<file path="src/rtl/my_seg7_pkg.sv">
// Shared constants and the hex font for the multiplexed 7-segment driver.
// Segment order is {a,b,c,d,e,f,g}, active high.
package my_seg7_pkg;

  localparam logic [6:0] SEG7_OFF = 7'b0000000;

  function automatic logic [6:0] seg7_font(input logic [3:0] nib);
    logic [6:0] s;
    s = SEG7_OFF;
    case (nib)
      4'h0: s = 7'b1111110;
      4'h1: s = 7'b0110000;
      4'h2: s = 7'b1101101;
      4'h3: s = 7'b1111001;
      4'h4: s = 7'b0110011;
      4'h5: s = 7'b1011011;
      4'h6: s = 7'b1011111;
      4'h7: s = 7'b1110000;
      4'h8: s = 7'b1111111;
      4'h9: s = 7'b1111011;
      4'hA: s = 7'b1110111;
      4'hB: s = 7'b0011111;
      4'hC: s = 7'b1001110;
      4'hD: s = 7'b0111101;
      4'hE: s = 7'b1001111;
      4'hF: s = 7'b1000111;
      default: s = SEG7_OFF;
    endcase
    return s;
  endfunction

endpackage

</file>
<file path="src/rtl/my_seg7_font.sv">
// Combinational hex nibble to 7-segment decode, shared by all digits via the scan mux.
module my_seg7_font
  import my_seg7_pkg::*;
(
  input  logic [3:0] nib,
  output logic [6:0] seg
);

  always_comb begin
    seg = seg7_font(nib);
  end

endmodule

</file>
<file path="src/rtl/my_seg7_scan.sv">
// N-digit multiplexed 7-segment scanner: per-frame snapshot, ghost blanking, PWM dimming.
// Define MY_SEG7_LZB_EN to blank leading zero digits (digit 0 always shown).
module my_seg7_scan
  import my_seg7_pkg::*;
#(
  parameter int N_DIGITS     = 4,
  parameter int SCAN_DIV     = 1024,
  parameter int BLANK_CYCLES = 128,
  parameter int BRIGHT_W     = 4
) (
  input  logic                    clk,
  input  logic                    rst_n,
  input  logic                    en,
  input  logic [4*N_DIGITS-1:0]   num,
  input  logic [N_DIGITS-1:0]     dp,
  input  logic [BRIGHT_W-1:0]     brightness,
  output logic [6:0]              seg,
  output logic                    seg_dp,
  output logic [N_DIGITS-1:0]     seg_gnd,
  output logic                    frame_start
);

  localparam int SW = (SCAN_DIV > 1) ? $clog2(SCAN_DIV) : 1;
  localparam int DW = (N_DIGITS > 1) ? $clog2(N_DIGITS) : 1;
  localparam logic [N_DIGITS-1:0] SEL_DIGIT0 = N_DIGITS'(1);

  logic [SW-1:0]           slot_cnt_q, slot_cnt_d;
  logic [DW-1:0]           digit_q, digit_d;
  logic [4*N_DIGITS-1:0]   num_snap_q, num_snap_d;
  logic [N_DIGITS-1:0]     dp_snap_q, dp_snap_d;
  logic [6:0]              seg_q, seg_d;
  logic                    seg_dp_q, seg_dp_d;
  logic [N_DIGITS-1:0]     seg_gnd_q, seg_gnd_d;
  logic                    frame_start_q, frame_start_d;

  logic                    capture;
  logic                    slot_wrap;
  logic                    blank;
  logic [SW-1:0]           pwm_off;
  logic [BRIGHT_W-1:0]     pwm;
  logic                    lit;
  logic [3:0]              cur_nib;
  logic [6:0]              font_seg;
  logic                    cur_dp;
  logic                    cur_show;

  logic [3:0]              nib [N_DIGITS];
  logic [N_DIGITS-1:0]     show;

  // Counters and snapshot
  always_comb begin
    capture   = (slot_cnt_q == '0) && (digit_q == '0);
    slot_wrap = (slot_cnt_q == SW'(SCAN_DIV - 1));

    slot_cnt_d = slot_wrap ? '0 : slot_cnt_q + 1'b1;

    digit_d = digit_q;
    if (slot_wrap) begin
      if ((N_DIGITS == 1) || (digit_q == DW'(N_DIGITS - 1))) begin
        digit_d = '0;
      end else begin
        digit_d = digit_q + 1'b1;
      end
    end

    // The value captured this cycle is already the one displayed this cycle.
    num_snap_d = capture ? num : num_snap_q;
    dp_snap_d  = capture ? dp  : dp_snap_q;
  end

  // Per-digit nibble split and optional leading-zero mask
  for (genvar gi = 0; gi < N_DIGITS; gi++) begin : g_digit
    assign nib[gi] = num_snap_d[4*gi +: 4];
`ifdef MY_SEG7_LZB_EN
    if (gi == 0) begin : g_lsd
      assign show[gi] = 1'b1;
    end else begin : g_upper
      assign show[gi] = |num_snap_d[4*N_DIGITS-1:4*gi];
    end
`else
    assign show[gi] = 1'b1;
`endif
  end

  always_comb begin
    cur_nib  = nib[digit_q];
    cur_dp   = dp_snap_d[digit_q];
    cur_show = show[digit_q];
  end

  my_seg7_font u_font (
    .nib (cur_nib),
    .seg (font_seg)
  );

  // PWM phase restarts at the end of the blank window of every slot
  always_comb begin
    blank   = (slot_cnt_q < SW'(BLANK_CYCLES));
    pwm_off = slot_cnt_q - SW'(BLANK_CYCLES);
    pwm     = pwm_off[BRIGHT_W-1:0];
    lit     = (brightness == {BRIGHT_W{1'b1}}) || (pwm < brightness);
  end

  always_comb begin
    seg_d         = SEG7_OFF;
    seg_dp_d      = 1'b0;
    seg_gnd_d     = '1;
    frame_start_d = capture;

    if (en && !blank) begin
      // Common stays selected through unlit PWM cycles; only segments gate.
      seg_gnd_d = ~(SEL_DIGIT0 << digit_q);
      if (lit) begin
        seg_d    = cur_show ? font_seg : SEG7_OFF;
        seg_dp_d = cur_dp;
      end
    end
  end

  always_ff @(posedge clk or negedge rst_n) begin
    if (!rst_n) begin
      slot_cnt_q    <= '0;
      digit_q       <= '0;
      num_snap_q    <= '0;
      dp_snap_q     <= '0;
      seg_q         <= SEG7_OFF;
      seg_dp_q      <= 1'b0;
      seg_gnd_q     <= '1;
      frame_start_q <= 1'b0;
    end else begin
      slot_cnt_q    <= slot_cnt_d;
      digit_q       <= digit_d;
      num_snap_q    <= num_snap_d;
      dp_snap_q     <= dp_snap_d;
      seg_q         <= seg_d;
      seg_dp_q      <= seg_dp_d;
      seg_gnd_q     <= seg_gnd_d;
      frame_start_q <= frame_start_d;
    end
  end

  assign seg         = seg_q;
  assign seg_dp      = seg_dp_q;
  assign seg_gnd     = seg_gnd_q;
  assign frame_start = frame_start_q;

endmodule

</file>
<file path="config.mk">
export PLATFORM = sky130hd
export DESIGN_NAME = my_seg7_scan
export DESIGN_NICKNAME = d
export VERILOG_FILES = /design/src/rtl/my_seg7_pkg.sv /design/src/rtl/my_seg7_font.sv /design/src/rtl/my_seg7_scan.sv
export SDC_FILE = /design/constraint.sdc
export NUM_CORES = 1
export LEC_CHECK = 0
export ABC_AREA = 1
export BUFFER_PORTS_ARGS = -buffer_cell sky130_fd_sc_hd__buf_2
export CAP_MARGIN = 10
export CORE_ASPECT_RATIO = 0.6
export CORE_MARGIN = 2
export CORE_UTILIZATION = 40
export CTS_CLUSTER_DIAMETER = 80
export DETAILED_ROUTE_END_ITERATION = 6
export GPL_TIMING_DRIVEN = 0
export HOLD_SLACK_MARGIN = 0.08
export PLACE_DENSITY = 0.67
export SLEW_MARGIN = 20
export SYNTH_ARGS = -nofsm -noshare
export SYNTH_HDL_FRONTEND = slang
export SYNTH_SLANG_ARGS = --single-unit
</file>
<file path="constraint.sdc">
create_clock -name clk -period 2.3 [get_ports clk]
set_input_delay 0.23 -clock clk [delete_from_list [all_inputs] [get_ports clk]]
set_output_delay 0.23 -clock clk [all_outputs]
set_load 0.02 [all_outputs]
</file>
==> impl_metrics.tcl, run 1 <==
set metrics [dict create \
    synthSimpleGateAreaFrac_pct 33.8 \
    clockRootBuffer "clkbuf_8" \
    fp.coreArea_sq_um 6170 \
    num_rows 22 \
    n_antenna_cell 0 \
    status "complete, no violations" \
    relSlewSlack_pct 53.5 \
    place.port_buffers 39 \
    ir_drop_mv 0.219 \
    dpl_cell_area_sq_um 2890 \
    antenna_found_initial 0 \
    dieArea_sq_um 7110 \
    synth-edff-count 0 \
    synth-adder-area-share_pct 7.30 \
    ioPinCount 40 \
    tightestPinTransition_ps 695 \
    grt_max_degree 46 \
    cts_buffers 5 \
    yosysWarnings 0 \
    nFillCells 583 \
    ant_nets 0 \
    cts_tree "done" \
    initial_core_util_pct 41.7 \
    vias_per_cell 4.84 \
    synth_most_common_cell "nand2_1" \
    synthTopCellsByCount "nand2_1, inv_1, dfrtp_1" \
    ys.flop_type "dfrtp_1" \
    synth-seq-cells 45 \
    wirelength_mm 6.34 \
    stdcell_area_sq_um 3290 \
    die_x_um 108 \
    grt_pass1_vias 2111 \
    yosys.area.top_type "dfrtp_1" \
    yosysSeqAreaShare_pct 44.0 \
    clk_pin_slew_ps 90 \
    r2r_start "digit_q[1]" \
    cts-htree-levels 2 \
    end_kind "flop" \
    maxSlewViolCount 0 \
    grt_overflow_total 0 \
    syn_area_sq_um 2570 \
    period_minus_slack_ps 2240 \
    min_path_type "input port to flop" \
    rsz0062_at_grt "true" \
    vias 2238 \
    area_delta_synth_final_pct 27.8 \
    synth_nets 357 \
    cts.sink_count 45 \
    gp_congestion 0.822 \
    ys_types 30 \
    synth_top_cell_area_share_pct 39.9 \
    finalSetupViolCount 0 \
    first_iter_violations 155 \
    synth_top_family_by_area "simple AND/OR/NAND/NOR gates" \
    clkLatencyLatePin_ps 310 \
    leakage_nw 1.69 \
    grt_pass1_wl_mm 10.1 \
    synth.area.top_cells "dfrtp_1, nand2_1, ha_1" \
    drc 0 \
    drive_above_1_share_pct 37.3 \
    crit_arrival_ps 2440 \
    utilization_pct 53.3 \
    hpwl_mm 4.23 \
    clk_path_buf_depth 2 \
    fin_skew_ps 15.1 \
    fmax_mhz 446 \
    min_from "num[6]" \
    finalHoldViolCount 0 \
    synth-async-reset-ratio_pct 100 \
    worst_setup_path_start_kind "flop" \
    drt_first_pass_iters 4 \
    muxShareOfSynthArea_pct 0 \
    drv_cap 0 \
    fp.dieH_um 66.1 \
    grt_usage_pct 18.5 \
    period_share_pct 97.5 \
    critPathLaunch "digit_q[1]" \
    synth-compound-area-share_pct 4.87 \
    wire_per_inst_um 13.7 \
    power.density_nw_per_um2 440 \
    crit_type "flop to flop" \
    required_ps 2500 \
    syn_inst 315 \
    avgSynthCellArea_sq_um 8.16 \
    path_max_fanout 5 \
    nNetsFinal 419 \
    synth_xor_xnor_area_share_pct 1.02 \
]
[critical path, stage by stage, from the launching register on]
cell and delay, ps:
dfrtp_2 440, clkinv_4 70, ha_4 160, nand2_4 50, nor2_4 190, nand3_4 120, buf_6 150, nand2_1 80
nand3_2 80, nand3_2 100, nand2_4 90, inv_2 100, ha_1 150, nand3_1 130, o21ai_1 160, nor2_1 70
[registers in the layout, summed over array words and instances, names as in the netlist]
signal	flops
digit_q	2
seg_gnd	4
seg_dp	1
seg	7
dp_snap_q	4
slot_cnt_q	10
frame_start	1
num_snap_q	16
[per-layer routing]
layer	wire length (um)	GRT usage [%]
met1	3270	27.5
met2	2700	27.4
met3	314	4.04
met4	61	4.49
met5	0	0
[per-stage QoR]
step	hold slack (ps)	total power [mW]	cells	worst slack, ps	setup TNS [ps]
after floorplan	-65.6	0.895	315	1.51	0
after global placement	449	0.947	438	-413	-2460
after detailed placement	456	0.951	438	-487	-2740
after CTS	145	1.45	453	3.38	0
after global routing	174	1.52	462	-57.3	-256
final	180	1.45	462	58.4	0
[cells by family after synthesis]
family / after synthesis
compound gates: 23
xor+xnor: 3
fa+ha+maj: 15
buf+inv: 54
flops: 45
simple gates: 175
[final cells by class]
cell class,instances,area [sq um],share of cell area [%]
inverters,47,186,5.67
plain buffers,6,53.8,1.64
well taps,84,105,3.20
repair buffers,56,335,10.2
flip-flops and latches,45,1130,34.5
multi-input cells,216,1390,42.3
clock buffers,7,76.3,2.32
clock inverters,1,5.00,0.152
[repair_timing]
item                                    4_1_cts  5_1_grt
endpoints found under the setup margin        7        7
pin swaps                                     6       23
buffers inserted                              7        6
resized for setup                            17       39
hold buffers                                  0        1
cloned                                        0        3
hold endpoints to repair                      0       41
[placed cells by master, fill, tap and decap left out, drive strengths merged, types with 2 or more instances in the layout]
master | Yosys | final
buf | 6 | 60
xor2 | 3 | 3
nor3 | 3 | 3
nand4 | 12 | 12
a21oi | 9 | 9
nand2 | 71 | 71
clkinv | 1 | 2
dfrtp | 41 | 41
nand3 | 41 | 41
dfstp | 4 | 4
o21ai | 10 | 10
and2 | 4 | 4
nor2 | 43 | 43
clkbuf | 1 | 8
inv | 46 | 46
ha | 15 | 15
[worst paths after layout]
kind / end / slack (ps) / cells after the start
worst max-delay path: seg[4] / 60 / 15
worst min-delay path: num_snap_q[6] / 180 / 3
worst max register to register: seg[4] / 60 / 15
worst min register to register: num_snap_q[3] / 480 / 2
max in group asynchronous: slot_cnt_q[2] / 1420 / 2
min in group asynchronous: num_snap_q[8] / 450 / 2
[power breakdown]
group	switching (mW)	internal, mW
clock network	0.276	0.214
registers	0.00472	0.808
logic	0.0865	0.0561
total	0.367	1.08
(Power assumes the default switching activity.)
==> run 2: changes to the inputs <==
BUFFER_PORTS_ARGS = -buffer_cell sky130_fd_sc_hd__buf_4   (was -buffer_cell sky130_fd_sc_hd__buf_2)
RECOVER_POWER = 100   (was unset)
REMOVE_ABC_BUFFERS = 1   (was unset)
==> impl_metrics.tcl, run 2 (synthesis results as in run 1) <==
set metrics [dict create \
    drc 0 \
    maxSlewViolCount 0 \
    worstPathCellList "clkinvlp_4, ha_4, nand2_4, nor2_4, buf_6, nand3_4, nand2_2, nand3_2, nand3_2, nand2_4, inv_4, ha_2, nand3_2, a21oi_1, nor2_1" \
    vias_per_cell 4.80 \
    gp_congestion 0.865 \
    required_ps 2490 \
    relSlewSlack_pct 26.7 \
    rsz0062_at_grt "true" \
    finalSetupViolCount 0 \
    fin_skew_ps 11.2 \
    dp_slack_ps -1220 \
    min_path_type "input port to flop" \
    leakage_nw 1.72 \
    largest_reg_flops 16 \
    finalHoldViolCount 0 \
    n_antenna_cell 0 \
    drv_cap 0 \
    cts_tree "done" \
    holdWs_ps 167 \
    multi_input_area_sq_um 1420 \
    slowest_delay_ps 450 \
    fmax_mhz 442 \
    regMostFlops "num_snap_q" \
    clk_path_buf_depth 2 \
    fp.coreArea_sq_um 6170 \
    period_minus_slack_ps 2260 \
    first_iter_violations 107 \
    final_cell_mix "nand2_1, buf_4, dfrtp_1, nor2_1, inv_1" \
    cts.sink_count 45 \
    wirelength_mm 6.26 \
    wire_per_inst_um 13.3 \
    crit_buf_inv 3 \
    initial_core_util_pct 41.7 \
    crit_family "simple AND/OR/NAND/NOR gates" \
    dieArea_sq_um 7110 \
    seqCellArea_sq_um 1130 \
    cts-htree-levels 2 \
    crit_type "flop to flop" \
    drt_first_pass_iters 4 \
    setup_slack_ps 39.6 \
    ant_nets 0 \
    clkLatencyLatePin_ps 310 \
    grt_pass1_wl_mm 10.0 \
    vias 2258 \
    place.port_buffers 39 \
    hpwl_mm 3.97 \
    crit_arrival_ps 2450 \
    die_x_um 108 \
    utilization_pct 56.1 \
    clk_pin_slew_ps 90 \
    status "complete, no violations" \
    end_kind "flop" \
    drive_above_1_share_pct 36.3 \
    antenna_found_initial 0 \
    path_max_fanout 8 \
    power.density_nw_per_um2 425 \
    ioPinCount 40 \
    clockRootBuffer "clkbuf_8" \
    tightestPinTransition_ps 1100 \
    crit_top_cell "nand3_2" \
    ir_drop_mv 0.232 \
    crit_slowest_cell "dfrtp_2" \
    worst_setup_path_start_kind "flop" \
    nFillCells 560 \
    grt_usage_pct 18.2 \
    num_rows 22 \
    nNetsFinal 427 \
    area_delta_synth_final_pct 34.5 \
    final_common_cell "nand2_1" \
    fp.dieH_um 66.1 \
    grt_max_degree 46 \
    grt_pass1_vias 2106 \
    period_share_pct 98.3 \
    grt_overflow_total 0 \
    cts_buffers 5 \
]
-- run 2: what timing repair did --
item | 4_1_cts | 5_1_grt
resized for setup | 24 | 45
hold buffers | 1 | 0
hold endpoints to repair | 41 | 0
setup buffers | 18 | 12
setup endpoints to repair | 28 | 7
gates cloned | 1 | 0
pin swaps | 9 | 38
-- run 2: metrics by stage --
stage | power, mW | instance area [sq um] | cells | TNS (ps)
3_5_place_dp | 0.961 | 2910 | 431 | -11480
3_3_place_gp | 0.958 | 2910 | 431 | -11440
4_1_cts | 1.46 | 3290 | 459 | 0
5_1_grt | 1.54 | 3460 | 470 | -499
6_report | 1.47 | 3460 | 470 | 0
2_1_floorplan | 0.895 | 2520 | 308 | -2490
-- run 2: final cells by class --
| class | count | share of cell area [%] |
|---|---|---|
| Timing Repair Buffer | 70 | 15.2 |
| Clock inverter | 3 | 0.507 |
| Multi-Input combinational cell | 216 | 41.0 |
| Sequential cell | 45 | 32.8 |
| Tap cell | 84 | 3.04 |
| Clock buffer | 5 | 1.99 |
| Inverter | 47 | 5.50 |
-- run 2: per-layer routing --
metal	GRT usage, %	wire [um]	vias to the layer above
met4	4.33	28	0
met1	27.9	3140	1045
met2	26.3	2760	66
met5	0	0	-
met3	3.45	341	4
li1	-	-	1143
-- run 2: worst paths after layout --
path	start	endpoint	slack [ps]	cells past startpoint
min in group asynchronous	rst_n	slot_cnt_q[9]	660	2
max in group asynchronous	rst_n	digit_q[1]	890	2
worst min register to register	num_snap_q[15]	num_snap_q[15]	470	2
worst min-delay path	num[13]	num_snap_q[13]	170	3
worst max register to register	digit_q[0]	seg[3]	40	15
worst max-delay path	digit_q[0]	seg[3]	40	15
-- run 2: power by group --
group | internal (mW) | leakage [nW] | switching [mW] | total (mW)
clock | 0.210 | 0.0439 | 0.283 | 0.493
sequential | 0.808 | 0.551 | 0.00457 | 0.813
combinational | 0.0736 | 1.12 | 0.0907 | 0.164
-- run 2: worst min-delay path, cell delays in order --
cell and delay, ps:
buf_4 80, nand2_1 40, nand2_1 80
